### config.mk
export PLATFORM = sky130hd
export DESIGN_NAME = ov5640_cfg_sequencer
export DESIGN_NICKNAME = d
export VERILOG_FILES = /design/src/rtl/ov5640_pkg.sv /design/src/rtl/ov5640_cfg_sequencer.sv
export SDC_FILE = /design/constraint.sdc
export NUM_CORES = 1
export LEC_CHECK = 0
export CAP_MARGIN = 40
export CORE_MARGIN = 1.5
export CORE_UTILIZATION = 60
export DETAILED_ROUTE_END_ITERATION = 6
export GPL_ROUTABILITY_DRIVEN = 0
export PLACE_DENSITY = 0.82
export SLEW_MARGIN = 0
export SYNTH_ARGS = -nofsm -noshare
export SYNTH_HDL_FRONTEND = slang
export SYNTH_SLANG_ARGS = --single-unit
### constraint.sdc
create_clock -name sclk -period 14.75 [get_ports sclk]
set_input_delay 2.95 -clock sclk [delete_from_list [all_inputs] [get_ports sclk]]
set_output_delay 2.95 -clock sclk [all_outputs]
set_load 0.02 [all_outputs]
### src/rtl/ov5640_pkg.sv
// Shared definitions for the OV5640 configuration path: FSM states,
// table-word field positions and helpers that build bus words from a table entry.
package ov5640_pkg;

    typedef enum logic [3:0] {
        IDLE,
        PWR_WAIT,
        FETCH,
        ISSUE,
        WAIT_HI,
        WAIT_LO,
        CHECK,
        GAP,
        DELAY,
        NEXT,
        FIN
    } cfg_state_t;

    localparam int ID_MSB   = 31;
    localparam int DIR_BIT  = 24;
    localparam int ADDR_MSB = 23;
    localparam int ADDR_LSB = 8;
    localparam int DATA_MSB = 7;
    localparam int DATA_LSB = 0;

    localparam logic [7:0] DLY_ID    = 8'h00;
    localparam logic [7:0] OV5640_ID = 8'h78;

    function automatic logic [31:0] wr_word(input logic [31:0] w);
        logic [31:0] r;
        r          = w;
        r[DIR_BIT] = 1'b0;
        return r;
    endfunction

    // Read-back word: same device and register, direction bit set, data field cleared.
    function automatic logic [31:0] rd_word(input logic [31:0] w);
        return {w[ID_MSB:DIR_BIT+1], 1'b1, w[ADDR_MSB:ADDR_LSB], 8'h00};
    endfunction

endpackage

### src/rtl/ov5640_cfg_sequencer.sv
// Walks the OV5640 register table and drives one SCCB/IIC master transaction per
// entry, with in-table delays, optional write read-back verify, retries and error counting.
module ov5640_cfg_sequencer
    import ov5640_pkg::*;
#(
    parameter int          REG_NUM   = 252,
    parameter logic [19:0] PWR_DLY   = 20'd1_000_000,
    parameter logic [15:0] DLY_UNIT  = 16'd50_000,
    parameter logic [7:0]  GAP_CYC   = 8'd100,
    parameter logic [15:0] TO_CYC    = 16'd4096,
    parameter bit          VERIFY    = 1'b1,
    parameter int          MAX_RETRY = 2
) (
    input  logic        sclk,
    input  logic        s_rst_n,
    input  logic        cfg_en,
    output logic [7:0]  rom_idx,
    input  logic [31:0] rom_data,
    output logic [31:0] iic_wdata,
    output logic        iic_start,
    input  logic        iic_busy,
    input  logic [7:0]  iic_rdata,
    output logic        cfg_busy,
    output logic        cfg_done,
    output logic        cfg_err,
    output logic [7:0]  err_cnt
);

    cfg_state_t  state, state_nxt, gap_ret, gap_ret_nxt;
    logic [31:0] cnt, cnt_nxt, word, word_nxt, wdata_nxt, dly_target;
    logic [7:0]  idx_nxt, retry, retry_nxt, err_cnt_nxt;
    logic        rd_phase, rd_phase_nxt, done_nxt, err_nxt, err_evt;

    // True on the last cycle of an n-cycle wait; a zero-length wait ends at once.
    function automatic logic hit(input logic [31:0] c, input logic [31:0] n);
        return (n == 32'd0) || (c == n - 32'd1);
    endfunction

    assign dly_target = 32'(word[15:0]) * 32'(DLY_UNIT);
    assign cfg_busy   = (state != IDLE) && (state != FIN);

    always_ff @(posedge sclk or negedge s_rst_n) begin
        if (!s_rst_n) state <= IDLE;
        else          state <= state_nxt;
    end

    always_ff @(posedge sclk or negedge s_rst_n) begin
        if (!s_rst_n) begin
            cnt       <= '0;
            word      <= '0;
            iic_wdata <= '0;
            rom_idx   <= '0;
            retry     <= '0;
            rd_phase  <= 1'b0;
            gap_ret   <= NEXT;
            cfg_done  <= 1'b0;
            cfg_err   <= 1'b0;
            err_cnt   <= '0;
        end else begin
            cnt       <= cnt_nxt;
            word      <= word_nxt;
            iic_wdata <= wdata_nxt;
            rom_idx   <= idx_nxt;
            retry     <= retry_nxt;
            rd_phase  <= rd_phase_nxt;
            gap_ret   <= gap_ret_nxt;
            cfg_done  <= done_nxt;
            cfg_err   <= err_nxt;
            err_cnt   <= err_cnt_nxt;
        end
    end

    // The start pulse is held back while the master is still busy, so a stuck
    // master from a timed-out entry cannot receive an overlapping start.
    always_comb begin
        state_nxt    = state;
        gap_ret_nxt  = gap_ret;
        word_nxt     = word;
        wdata_nxt    = iic_wdata;
        idx_nxt      = rom_idx;
        retry_nxt    = retry;
        rd_phase_nxt = rd_phase;
        done_nxt     = cfg_done;
        err_nxt      = cfg_err;
        err_cnt_nxt  = err_cnt;
        err_evt      = 1'b0;
        iic_start    = 1'b0;

        unique case (state)
            IDLE, FIN: begin
                if (cfg_en) begin
                    state_nxt    = PWR_WAIT;
                    idx_nxt      = '0;
                    done_nxt     = 1'b0;
                    err_nxt      = 1'b0;
                    err_cnt_nxt  = '0;
                    retry_nxt    = '0;
                    rd_phase_nxt = 1'b0;
                end
            end
            PWR_WAIT: if (hit(cnt, 32'(PWR_DLY))) state_nxt = FETCH;
            FETCH: begin
                word_nxt = rom_data;
                if (rom_data[ID_MSB -: 8] == DLY_ID) begin
                    state_nxt = DELAY;
                end else begin
                    wdata_nxt = wr_word(rom_data);
                    state_nxt = ISSUE;
                end
            end
            ISSUE: begin
                if (!iic_busy) begin
                    iic_start = 1'b1;
                    state_nxt = WAIT_HI;
                end else if (hit(cnt, 32'(TO_CYC))) begin
                    err_evt   = 1'b1;
                    state_nxt = NEXT;
                end
            end
            WAIT_HI: begin
                if (iic_busy) begin
                    state_nxt = WAIT_LO;
                end else if (hit(cnt, 32'd4)) begin
                    err_evt   = 1'b1;
                    state_nxt = NEXT;
                end
            end
            WAIT_LO: begin
                if (!iic_busy) begin
                    state_nxt = CHECK;
                end else if (hit(cnt, 32'(TO_CYC))) begin
                    err_evt   = 1'b1;
                    state_nxt = NEXT;
                end
            end
            CHECK: begin
                if (!rd_phase) begin
                    state_nxt = GAP;
                    if (VERIFY) begin
                        wdata_nxt    = rd_word(word);
                        rd_phase_nxt = 1'b1;
                        gap_ret_nxt  = ISSUE;
                    end else begin
                        gap_ret_nxt  = NEXT;
                    end
                end else if (iic_rdata == word[DATA_MSB:DATA_LSB]) begin
                    state_nxt   = GAP;
                    gap_ret_nxt = NEXT;
                end else if (int'(retry) < MAX_RETRY) begin
                    retry_nxt    = retry + 8'd1;
                    wdata_nxt    = wr_word(word);
                    rd_phase_nxt = 1'b0;
                    gap_ret_nxt  = ISSUE;
                    state_nxt    = GAP;
                end else begin
                    err_evt   = 1'b1;
                    state_nxt = NEXT;
                end
            end
            GAP:   if (hit(cnt, 32'(GAP_CYC))) state_nxt = gap_ret;
            DELAY: if (hit(cnt, dly_target)) state_nxt = NEXT;
            NEXT: begin
                rd_phase_nxt = 1'b0;
                if (rom_idx == 8'(REG_NUM - 1)) begin
                    done_nxt  = 1'b1;
                    state_nxt = FIN;
                end else begin
                    idx_nxt   = rom_idx + 8'd1;
                    retry_nxt = '0;
                    state_nxt = FETCH;
                end
            end
            default: state_nxt = IDLE;
        endcase

        if (err_evt) begin
            err_nxt     = 1'b1;
            err_cnt_nxt = (err_cnt == 8'hFF) ? 8'hFF : err_cnt + 8'd1;
            retry_nxt   = '0;
        end

        cnt_nxt = (state_nxt != state) ? 32'd0 : cnt + 32'd1;
    end

endmodule

# Yosys cells after proc, flatten, opt, wreduce, memory -nomap -nowiden
# Index checks and enable logic that the tools add are counted.
# Widths: inputs -> output; s select.
# totals
memories	0
register_bits	131
ramBits	0
romBits	0
latch_bits	0
in_bits	44
# op_classes
eq_ne	32
multipliers	1
n_bitwise	0
n_reduce_logical	21
n_lt_le_gt_ge	1
n_div	0
shifts	0
muxes	54
addsub	5
# ops
operator	n
$mux 32	5
$mux 8	10
$mux 4	17
$pmux 32 s2	1
$pmux 4 s10	1
$add 32x1->32 const B	1
$eq 32x12->1 const B	1
$eq 32x2->1 const B	1
$eq 32x20->1 const B	1
$eq 32x32->1	1
$eq 32x7->1 const B	1
$logic_not 32->1	1
$sub 32x1->32 const B	1
$mul 16x12->28 const B	1
$add 8x1->8 const B	3
$pmux 8 s3	1
$ne 3x3->1 const B	7
$eq 4x3->1 const B	4
$eq 8x8->1 const B	2
$pmux 8 s2	1
$mux 1	15
$eq 4x4->1 const B	3
$eq 4x2->1 const B	2
$eq 8x8->1	1
20 further kinds	32

# Depth between registers and ports, before layout
# logic_depth
depth_word	8
ltp_mapped	23
ltp_nobuf	21

# Worst setup path after synthesis
# Ideal clock, no wire load.
# synth_path
kind	input to output
start	input iic_busy
end	output iic_start
t_required_ps	11800
path_slack_ps	8176
t_arrival_ps	3624
cell_stages	1
path_cell_list	nor4_1
# synth_between
elab_chain_cells	2
# synth_rtl
element	line	text
start: declaration	ov5640_cfg_sequencer.sv:21	input logic iic_busy,
$mux 1	ov5640_cfg_sequencer.sv:112	if (!iic_busy) begin
$mux 1	ov5640_cfg_sequencer.sv:89	unique case (state)
end: declaration	ov5640_cfg_sequencer.sv:20	output logic iic_start,
# Every way passes these cells.

# Worst setup path after layout
# Same ends and word-level chain as after synthesis.

==> reports/summary.log <==
INFO  synthesis      dominant_combinational_cell_family_by_area_after_synthesis=adder cells
INFO  routing        remaining_drc_errors=0
INFO  floorplan      core-area=17900um2
INFO  status         outcome=finished, final reports clean
INFO  clock_tree     cts_tree=done
INFO  routing        drt_first_iter_violations=535
INFO  timing         max-slew-margin-rel=0.4296
INFO  clock_tree     htree_num_levels=4
INFO  clock_tree     numCtsBuffers=17
INFO  synthesis      yosysWarnings=0
INFO  floorplan      floorplan.die_area=19030um2
INFO  timing         setup_total_negative_slack=0ps
INFO  routing        wl_per_cell=17.34um
INFO  synthesis      netlist_area=10930um2
INFO  clock_tree     cts.hold.buffers_added=0
INFO  global_route   global_route_wire_length_before_repair=43190um
INFO  layout         layout.cells.most_common_list=127 x sky130_fd_sc_hd__dfrtp_1, 111 x sky130_fd_sc_hd__nand2_1, 107 x sky130_fd_sc_hd__inv_1
INFO  worst_setup_path critical_path.most_common_cell=sky130_fd_sc_hd__clkdlybuf4s50_1
INFO  worst_setup_path cp_data_arrival_time=4410ps
INFO  worst_setup_path startpoint_type=input pin
INFO  global_route   global_route.overflow_total=0
INFO  timing         maxSlewViolCount=0
INFO  synthesis      postSynthAreaPerCell=9.029um2
INFO  floorplan      placement_rows=49
INFO  routing        vias=9156
INFO  clock_tree     worst_setup_hold_path_clk_slew=70ps
INFO  timing         final_period_minus_worst_setup_slack=7359ps
INFO  layout         multiInputGateArea=7159um2
INFO  clock_tree     cts_post_setup_buffers_inserted=0
INFO  layout         count_of_filler_cells_inserted_in_the_layout=1319
INFO  timing         max_clock_freq=135.9MHz
INFO  global_route   antenna_found_initial=0
INFO  layout         ff_latch_area=3204um2
INFO  global_route   grt_start_max_net_pins=69
INFO  clock_tree     clock-sinks=128
INFO  synthesis      async_reset_ff_frac=1.000
INFO  worst_setup_path cp-end-kind=output port
INFO  synthesis      compound_gate_portion_of_the_synthesized_area=0.1176
INFO  synthesis      synthSimpleGateAreaFrac=0.1929
INFO  worst_setup_path worstPathMaxFanout=8
INFO  synthesis      synth.area.mux_share=0.05749
INFO  floorplan      floorplan.initialDensity=0.6103
INFO  synthesis      post_synth_fa_ha_maj_area_fraction=0.2009
INFO  place          place.detailed.hpwl=19610um
INFO  place          port_buffers=95
INFO  clock_tree     root_buffer=sky130_fd_sc_hd__clkbuf_16
INFO  global_route   grt_pass1_vias=8878
INFO  synthesis      postSynthCellCount=1210
INFO  worst_setup_path cpLargestDelayFamily=buffers and inverters
INFO  clock_tree     clkLatencyLatePin=430ps
INFO  layout         final_layout_size_suffix_gt1_frac=0.07011
INFO  layout         flow.area_growth_from_synthesis=16.04%
INFO  synthesis      yosysSeqAreaShare=0.2933
INFO  worst_setup_path number_of_buffer_and_inverter_instances_along_the_worst_setup_path=2
INFO  floorplan      die_w=137.9um
INFO  synthesis      xor_xnor_fraction_of_synth_area=0.08360
INFO  worst_setup_path worstSetupPathType=in2out
INFO  floorplan      ioPinCount=96
INFO  routing        vias_per_cell=5.996
INFO  synthesis      syn_nets=1403
INFO  layout         antenna-diode-count=0
INFO  timing         final-setup-viol-count=0
INFO  worst_setup_path cpMaxStageDelayCell=sky130_fd_sc_hd__clkdlybuf4s50_1
INFO  layout         net_total_in_the_final_layout=1478
INFO  routing        detail-route-antenna-nets=0
INFO  routing        finalWirelength=26480um
INFO  clock_tree     cts_repair_resize_count=0
INFO  timing         finalCritPeriodShare=0.4989
INFO  routing        drt_pre_antenna_iters=6
INFO  synthesis      synth_cell_types=74
INFO  timing         final-hold-violation-count=0
INFO  timing         unrepaired_setup_endpoints_after_global_routing=false
INFO  min_path       timing.hold.worst.class=reg2reg
INFO  clock_tree     cts-root-to-sink-buffers=2
INFO  synthesis      synth-edff-count=0
INFO  floorplan      chipHeight=137.9um
INFO  worst_setup_path worst_ep_required_time=11800ps
INFO  worst_setup_path crit_chain=clkdlybuf4s50_1, nor4_1, clkdlybuf4s50_1
INFO  worst_setup_path crit_path_max_incr_delay=640ps
INFO  timing         worst-slew-pin-transition=853.8ps
INFO  flow_run       max_cap_viol_count=0
INFO  global_route   globalRouteTotalUtil=0.2882
INFO  synthesis      ys.flop_type=sky130_fd_sc_hd__dfrtp_1
INFO  timing         finalClockSkew=10.86ps
INFO  layout         leading_cell_type_in_the_layout_fill_and_taps_excluded=sky130_fd_sc_hd__dfrtp_1
INFO  synthesis      synth-seq-cells=128
-- worst register-to-register path, stage by stage, from the launching register on --
cell                        delay, ps
sky130_fd_sc_hd__dfrtp_1          490
sky130_fd_sc_hd__ha_1             330
sky130_fd_sc_hd__ha_1             320
sky130_fd_sc_hd__inv_1             70
sky130_fd_sc_hd__fa_1             510
sky130_fd_sc_hd__fa_1             530
sky130_fd_sc_hd__fa_1             550
sky130_fd_sc_hd__inv_1             50
sky130_fd_sc_hd__ha_1             460
sky130_fd_sc_hd__and4_4           280
sky130_fd_sc_hd__nor4b_1          300
sky130_fd_sc_hd__a211oi_2         110
sky130_fd_sc_hd__xnor2_1          260
sky130_fd_sc_hd__a21o_1           260
sky130_fd_sc_hd__or4_4            560
sky130_fd_sc_hd__or4_4            540
sky130_fd_sc_hd__a2111oi_4        340
sky130_fd_sc_hd__o211ai_1         200
sky130_fd_sc_hd__o31ai_4          640
sky130_fd_sc_hd__buf_8            240
sky130_fd_sc_hd__nor2_1            70
-- synthesized netlist by cell type (all sizes together), types with 4 or more instances --
cell	number	area, um2
dfrtp	127	3178
nand2	111	416.7
inv	107	401.6
ha	105	1314
nor2	98	367.9
o21ai	73	365.4
xnor2	60	525.5
a21oi	54	274.0
fa	44	880.8
xor2	39	341.6
clkbuf	36	136.4
nand3	34	170.2
mux2	30	337.8
mux2i	29	290.3
nor3	27	135.1
and3	26	162.7
nor4	24	150.1
nand4	23	143.9
and2	11	68.82
and4	11	98.84
or3	11	68.82
buf	10	55.05
nor2b	9	56.30
a211oi	7	67.57
or4	7	60.06
o2111ai	6	52.55
o21a	6	45.04
a21o	5	37.54
nand2b	5	31.28
nor3b	5	37.54
nor4b	5	43.79
o211ai	5	37.54
o21bai	5	37.54
nand3b	4	30.03
o31a	4	35.03
o31ai	4	30.03
-- path summary, 6_finish.rpt --
kind                          startpoint            end  slack (ps)  cells after the start
min                        iic_wdata[21]  iic_wdata[21]         480                      2
max                             iic_busy      iic_start        7390                      3
min reg2reg                iic_wdata[21]  iic_wdata[21]         480                      2
max in group asynchronous        s_rst_n     gap_ret[3]       11130                      3
max reg2reg                      word[5]         cnt[5]        7540                     20
min in group asynchronous        s_rst_n  iic_wdata[15]        2560                      1
-- flip-flops by register name (all words and copies together) (netlist names), 2 cells and up --
| name | cells |
|---|---|
| gap_ret | 2 |
| retry | 8 |
| state | 4 |
| cnt | 32 |
| word | 31 |
| err_cnt | 8 |
| iic_wdata | 32 |
| rom_idx | 8 |
-- cell type report --
cell class                      instances  area share
Timing Repair Buffer                  102     0.08211
Clock inverter                         15     0.01263
Sequential cell                       128      0.2527
Tap cell                              229     0.02260
Clock buffer                           17     0.03355
Multi-Input combinational cell        929      0.5647
Inverter                              107     0.03168
-- metal layers --
metal	GRT usage	up-vias	part of all wire
li1	-	4403	-
met1	0.3798	4407	0.43
met2	0.4751	279	0.49
met3	0.04349	67	0.052
met4	0.1198	0	0.034
met5	0	-	0
-- logic make-up after synthesis --
| family | after synthesis |
|---|---|
| muxes | 59 |
| AOI/OAI and AO/OA | 201 |
| and+or+nand+nor | 419 |
| DFF | 128 |
| xor gates and xnor gates | 101 |
| adders and majority gates | 149 |
| buffers and inverters | 153 |
-- through the flow --
step                      std cells  hold slack, ps    util  area [um2]  setup WS (ps)
after CTS                      1527           484.3  0.7082       12680           7395
after floorplan                1210           454.9       -       10930           8176
after global routing           1527           503.8  0.7082       12680           7080
after global placement         1492           461.1  0.6720       12030           7402
after detailed placement       1495           469.2  0.6755       12090           7403
final                          1527           477.0  0.7082       12680           7391
Power is left out: the tool's default activity adds up to more than one toggle a clock period on the data nets, which glitch-free logic cannot reach.
